**src/rtl/lcd_char_ctrl.sv**
```systemverilog
// lcd_char_ctrl
//   HD44780-class character LCD controller, 8-bit write-only bus, 2-line panel.
//   After reset it idles PWR_CYC cycles, sends the init sequence
//   (38, 0C, 01, 06, 80) and then drains a byte FIFO fed by a valid/ready
//   stream. Printable bytes are written as data. Newline (0x0A) and clear (0x0C)
//   are turned into LCD commands. All other bytes are dropped. The cursor is
//   tracked locally, and a line wrap re-addresses the panel.
// Ports
//   clk        system clock
//   rst        synchronous reset, active low
//   in_data    character/control byte
//   in_valid   in_data valid
//   in_ready   FIFO can accept (not full and init done)
//   lcd_db     LCD data bus
//   lcd_rs     0 = command, 1 = data
//   lcd_rw     always 0 (write only)
//   lcd_en     LCD enable strobe
//   init_done  init sequence complete
//   busy       transfer in progress or FIFO non-empty
//   cur_row    current cursor line
//   cur_col    current cursor column
module lcd_char_ctrl #(
  parameter int COLS       = 16,
  parameter int FIFO_DEPTH = 8,
  parameter int EN_CYC     = 100,
  parameter int CHR_CYC    = 100,
  parameter int CLR_CYC    = 2000,
  parameter int PWR_CYC    = 15000,
  localparam int CW        = (COLS > 1) ? $clog2(COLS) : 1
) (
  input  logic          clk,
  input  logic          rst,
  input  logic [7:0]    in_data,
  input  logic          in_valid,
  output logic          in_ready,
  output logic [7:0]    lcd_db,
  output logic          lcd_rs,
  output logic          lcd_rw,
  output logic          lcd_en,
  output logic          init_done,
  output logic          busy,
  output logic          cur_row,
  output logic [CW-1:0] cur_col
);

  localparam int AW = $clog2(FIFO_DEPTH);

  typedef enum logic [2:0] {S_PWR, S_IDLE, S_SETUP, S_STROBE, S_HOLD} state_t;
  // What the byte currently on the bus was for; decides what HOLD does when it ends.
  typedef enum logic [2:0] {A_INIT, A_DATA, A_NL, A_CLR, A_ADDR} act_t;

  state_t      state;
  act_t        act;
  logic [31:0] cnt;
  logic [2:0]  init_idx;

  // Byte FIFO. Pointers have one extra bit so that full and empty can be told apart.
  logic [7:0]  mem [FIFO_DEPTH];
  logic [AW:0] wr_ptr;
  logic [AW:0] rd_ptr;
  logic        empty;
  logic        full;
  logic        push;
  logic        pop;
  logic [7:0]  head;
  logic [31:0] hold_last;

  assign empty = (wr_ptr == rd_ptr);
  assign full  = (wr_ptr[AW] != rd_ptr[AW]) && (wr_ptr[AW-1:0] == rd_ptr[AW-1:0]);
  assign head  = mem[rd_ptr[AW-1:0]];

  assign in_ready = !full && init_done;
  assign push     = in_valid && in_ready;
  // IDLE is only reachable after init. Every non-empty IDLE cycle consumes
  // the head, including the bytes that are discarded.
  assign pop      = (state == S_IDLE) && !empty;
  assign busy     = ((state != S_IDLE) && init_done) || !empty;
  assign lcd_rw   = 1'b0;

  // The clear-display command needs the long settle time.
  assign hold_last = (!lcd_rs && lcd_db == 8'h01) ? 32'(CLR_CYC - 1) : 32'(CHR_CYC - 1);

  function automatic logic [7:0] init_byte(input logic [2:0] idx);
    case (idx)
      3'd0:    return 8'h38;
      3'd1:    return 8'h0C;
      3'd2:    return 8'h01;
      3'd3:    return 8'h06;
      default: return 8'h80;
    endcase
  endfunction

  always_ff @(posedge clk) begin
    if (push) mem[wr_ptr[AW-1:0]] <= in_data;
  end

  always_ff @(posedge clk) begin
    if (!rst) begin
      wr_ptr <= '0;
      rd_ptr <= '0;
    end else begin
      if (push) wr_ptr <= wr_ptr + 1'b1;
      if (pop)  rd_ptr <= rd_ptr + 1'b1;
    end
  end

  always_ff @(posedge clk) begin
    if (!rst) begin
      state     <= S_PWR;
      act       <= A_INIT;
      cnt       <= '0;
      init_idx  <= '0;
      init_done <= 1'b0;
      lcd_db    <= '0;
      lcd_rs    <= 1'b0;
      lcd_en    <= 1'b0;
      cur_row   <= 1'b0;
      cur_col   <= '0;
    end else begin
      case (state)
        S_PWR: begin
          if (cnt == 32'(PWR_CYC - 1)) begin
            cnt      <= '0;
            init_idx <= '0;
            act      <= A_INIT;
            lcd_db   <= init_byte(3'd0);
            lcd_rs   <= 1'b0;
            state    <= S_SETUP;
          end else begin
            cnt <= cnt + 32'd1;
          end
        end
        S_IDLE: begin
          if (!empty) begin
            if (head >= 8'h20 && head <= 8'h7E) begin
              lcd_db <= head;
              lcd_rs <= 1'b1;
              act    <= A_DATA;
              state  <= S_SETUP;
            end else if (head == 8'h0A) begin
              // Address the start of the other line.
              lcd_db <= {1'b1, ~cur_row, 6'd0};
              lcd_rs <= 1'b0;
              act    <= A_NL;
              state  <= S_SETUP;
            end else if (head == 8'h0C) begin
              lcd_db <= 8'h01;
              lcd_rs <= 1'b0;
              act    <= A_CLR;
              state  <= S_SETUP;
            end
            // Any other byte is dropped by the pop alone.
          end
        end
        S_SETUP: begin
          lcd_en <= 1'b1;
          cnt    <= '0;
          state  <= S_STROBE;
        end
        S_STROBE: begin
          if (cnt == 32'(EN_CYC - 1)) begin
            lcd_en <= 1'b0;
            cnt    <= '0;
            state  <= S_HOLD;
          end else begin
            cnt <= cnt + 32'd1;
          end
        end
        S_HOLD: begin
          if (cnt == hold_last) begin
            cnt <= '0;
            case (act)
              A_INIT: begin
                if (init_idx == 3'd4) begin
                  init_done <= 1'b1;
                  state     <= S_IDLE;
                end else begin
                  init_idx <= init_idx + 3'd1;
                  lcd_db   <= init_byte(init_idx + 3'd1);
                  state    <= S_SETUP;
                end
              end
              A_DATA: begin
                if (cur_col == CW'(COLS - 1)) begin
                  // A wrap re-addresses the panel before the next pop.
                  cur_col <= '0;
                  cur_row <= ~cur_row;
                  lcd_db  <= {1'b1, ~cur_row, 6'd0};
                  lcd_rs  <= 1'b0;
                  act     <= A_ADDR;
                  state   <= S_SETUP;
                end else begin
                  cur_col <= cur_col + CW'(1);
                  state   <= S_IDLE;
                end
              end
              A_NL: begin
                cur_col <= '0;
                cur_row <= ~cur_row;
                state   <= S_IDLE;
              end
              A_CLR: begin
                cur_col <= '0;
                cur_row <= 1'b0;
                state   <= S_IDLE;
              end
              default: state <= S_IDLE;
            endcase
          end else begin
            cnt <= cnt + 32'd1;
          end
        end
        default: state <= S_PWR;
      endcase
    end
  end

endmodule
```
**config.mk**
```make
export PLATFORM = sky130hd
export DESIGN_NAME = lcd_char_ctrl
export DESIGN_NICKNAME = d
export VERILOG_FILES = /design/src/rtl/lcd_char_ctrl.sv
export SDC_FILE = /design/constraint.sdc
export NUM_CORES = 1
export LEC_CHECK = 0
export ABC_AREA = 1
export BUFFER_PORTS_ARGS = -buffer_cell sky130_fd_sc_hd__buf_2
export CORE_ASPECT_RATIO = 0.9
export CORE_MARGIN = 5
export CORE_UTILIZATION = 57
export CTS_CLUSTER_SIZE = 40
export DETAILED_ROUTE_END_ITERATION = 8
export PLACE_DENSITY = 0.81
export SLEW_MARGIN = 20
export SYNTH_ARGS = -nofsm -noshare
export SYNTH_HDL_FRONTEND = slang
export SYNTH_SLANG_ARGS = --single-unit
```
**constraint.sdc**
```tcl
create_clock -name clk -period 2.4 [get_ports clk]
set_input_delay 0.36 -clock clk [delete_from_list [all_inputs] [get_ports clk]]
set_output_delay 0.36 -clock clk [all_outputs]
set_load 0.02 [all_outputs]
```
==> results.json <==
{
  "yosysMostFrequentCell": "nand2_1",
  "num-nets-final": 1004,
  "grt_usage_pct": 22.63,
  "crit_family": "simple AND/OR/NAND/NOR gates",
  "skew_ns": 0.006440,
  "h-tree-depth": 4,
  "power.density_nw_per_um2": 727.4,
  "ys_top_cells_by_area": "edfxtp_1 27%, dfxtp_1 19%, nand2_1 15%, inv_1 6.2%, nand3_1 5.4%",
  "first_iter_violations": 696,
  "synth.distinct_cells": 42,
  "synth_top_area_share_pct": 27.22,
  "pin_count": 30,
  "start_util_pct": 58.45,
  "first_pass_iters": 5,
  "period_needed_ns": 2.232,
  "fin_crit_sh_pct": 93.00,
  "clk_path_buf_depth": 2,
  "overflow": 0,
  "syn-num-nets": 960,
  "area_growth_pct": 14.21,
  "cts_tree": "built",
  "cpMostUsedCell": "nor2_1",
  "r2r-end": "cnt[24]",
  "antenna_found_initial": 0,
  "status": "complete, no violations",
  "yosysWarnings": 0,
  "syn_area_um2": 7059,
  "ant_nets": 0,
  "die_w_um": 127.3,
  "leakage_uw": 0.003401,
  "crit_buf_inv": 1,
  "cp_data_required_time_ns": 2.04,
  "drive_gt1_share_pct": 12.75,
  "grt_pass1_vias": 5599,
  "dp_slack_ns": 0.2361,
  "netlist_instances": 939,
  "rr_worst_depth": 12,
  "yosys_register_bits": 132,
  "drt-total-wl_mm": 16.02,
  "worstSetupEndpoint": "busy",
  "synth_common_cells": "290 x nand2_1, 117 x inv_1, 85 x nor2_1, 76 x nand3_1, 68 x dfxtp_1",
  "clock-sinks": 132,
  "cts_buffers": 17,
  "finalHoldViolCount": 0,
  "vias": 6193,
  "setup_slack_ns": 0.1680,
  "critPathSlowestCell": "dfxtp_1",
  "synth-edff-count": 64,
  "io_buffer_count": 28,
  "dp_hpwl_mm": 11.05,
  "yosysTopAreaCell": "edfxtp_1",
  "ir_drop_v": 0.0005247,
  "gp_congestion": 0.8943,
  "worstSetupEndpointType": "primary output",
  "r2r_setup_slack_ns": 0.19,
  "wire_per_inst_um": 13.86,
  "drv_slew": 0,
  "rsz0062_at_grt": "false",
  "synthFlopType": "dfxtp_1",
  "cp.arrival_ns": 1.87,
  "synthArstFlopShare_pct": 0,
  "synth_area_per_cell_um2": 7.518,
  "crit_chain": "xor2_1 > nor2_1 > nand2_1 > nor2_1 > o21ai_0 > buf_2",
  "crit_start": "rd_ptr[0]",
  "cts_hold_buf": 0,
  "worst_path_largest_cell_delay_ns": 0.37,
  "grt_max_degree": 42,
  "viasPerCell": 5.357,
  "rows": 38,
  "reg2reg_from": "cnt[0]",
  "drv_cap": 0,
  "fin_tns_setup_ns": 0,
  "fmax_mhz": 448.0,
  "die_y_um": 115.6,
  "clock_latency_ns": 0.43,
  "cts_root_buf": "clkbuf_16",
  "grt_pass1_wl_mm": 26.69,
  "antenna_cells": 0,
  "worstSetupPathType": "reg -> out",
  "core-area_um2": 12080,
  "drc": 0,
  "synth-seq-area-share_pct": 46.51,
  "path_clk_slew_ns": 0.06,
  "crit_fanout": 6,
  "report.final.setup_viol": 0,
  "hold_path_class": "in -> reg",
  "die_area_um2": 14710,
  "cp.depth": 6,
  "worst_setup_path_start_kind": "flip-flop"
}
[cells in the final DEF (no fill, tap or decap), drive strengths merged]
cell type	n
a21oi	65
a22oi	1
a32oi	1
buf	50
bufinv	3
clkbuf	20
clkinv	5
clkinvlp	1
conb	1
dfxtp	68
edfxtp	64
ha	10
inv	130
nand2	296
nand3	80
nand3b	1
nand4	16
nor2	96
nor3	21
nor3b	1
nor4	4
o2111ai	1
o211ai	4
o21a	1
o21ai	36
o22ai	1
or2	8
xnor2	2
xor2	9
[power breakdown]
group / internal, uW / switching, uW / total, uW
Sequential: 2420 / 63.3 / 2480
Combinational: 211 / 456 / 667
Clock: 1740 / 969 / 2710
Total: 4380 / 1490 / 5860
[stage by stage]
stage / total power, uW / util, % / std cells / hold slack [ns] / area [um2]
6_report: 5864 / 66.76 / 1156 / 0.2017 / 8063
3_5_place_dp: 3176 / 61.30 / 1122 / 0.4699 / 7403
5_1_grt: 6102 / 66.76 / 1156 / 0.1947 / 8063
3_3_place_gp: 3167 / 61.30 / 1122 / 0.4528 / 7403
4_1_cts: 5884 / 66.48 / 1154 / 0.1933 / 8029
2_1_floorplan: 3001 / - / 939 / 0.4417 / 7059
[metal layers]
metal | vias up | GRT usage [%] | share of wire (%)
met2 | 219 | 35.92 | 46
met1 | 2834 | 29.84 | 45
li1 | 3117 | - | -
met3 | 23 | 7.696 | 7.9
met4 | 0 | 6.219 | 1.2
met5 | - | 0 | 0
[final cells by class]
class,count,area [um2]
repair buffers,50,317.8
inverters,127,481.7
clock buffers,20,478.0
well taps,160,200.2
multi-input cells,655,3154
flip-flops and latches,132,3283
fillers,984,4014
clock inverters,12,147.6
[timing repair]
| item | CTS | global route |
|---|---|---|
| setup endpoints to repair | 0 | 3 |
| resized for setup | 0 | 4 |
| setup buffers | 0 | 2 |
[worst min path at each step]
| stage | to | startpoint | slack [ns] | cells past startpoint |
|---|---|---|---|---|
| finish | mem[1][5] | in_data[5] | 0.20 | 1 |
| global route | mem[1][5] | in_data[5] | 0.19 | 1 |
| CTS | mem[5][5] | in_data[5] | 0.19 | 1 |
| detailed placement | lcd_rs | lcd_rs | 0.47 | 2 |
| global placement | wr_ptr[3] | wr_ptr[3] | 0.45 | 1 |
| floorplan | wr_ptr[3] | wr_ptr[3] | 0.44 | 1 |
[sequential cells by signal, indices dropped and copies added (netlist names), named ones only]
signal / flops
mem: 64
cnt: 32
lcd_db: 8
cur_col: 4
rd_ptr: 4
wr_ptr: 4
act: 3
init_idx: 3
state: 3
cur_row: 1
init_done: 1
lcd_en: 1
lcd_rs: 1
[cells by family (layout without fill, tap and decap cells)]
| kind of cell | after synthesis | after routing | share of synthesized area, % |
|---|---|---|---|
| and+or+nand+nor | 523 | 523 | 33.06 |
| other | 1 | 1 | 0.05312 |
| DFF | 132 | 132 | 46.51 |
| AOI/OAI and AO/OA | 110 | 110 | 8.136 |
| buffers and inverters | 152 | 209 | 9.110 |
| xor gates and xnor gates | 11 | 11 | 1.365 |
| adders and majority gates | 10 | 10 | 1.772 |
No activity file was read; power rests on OpenSTA's default activity.
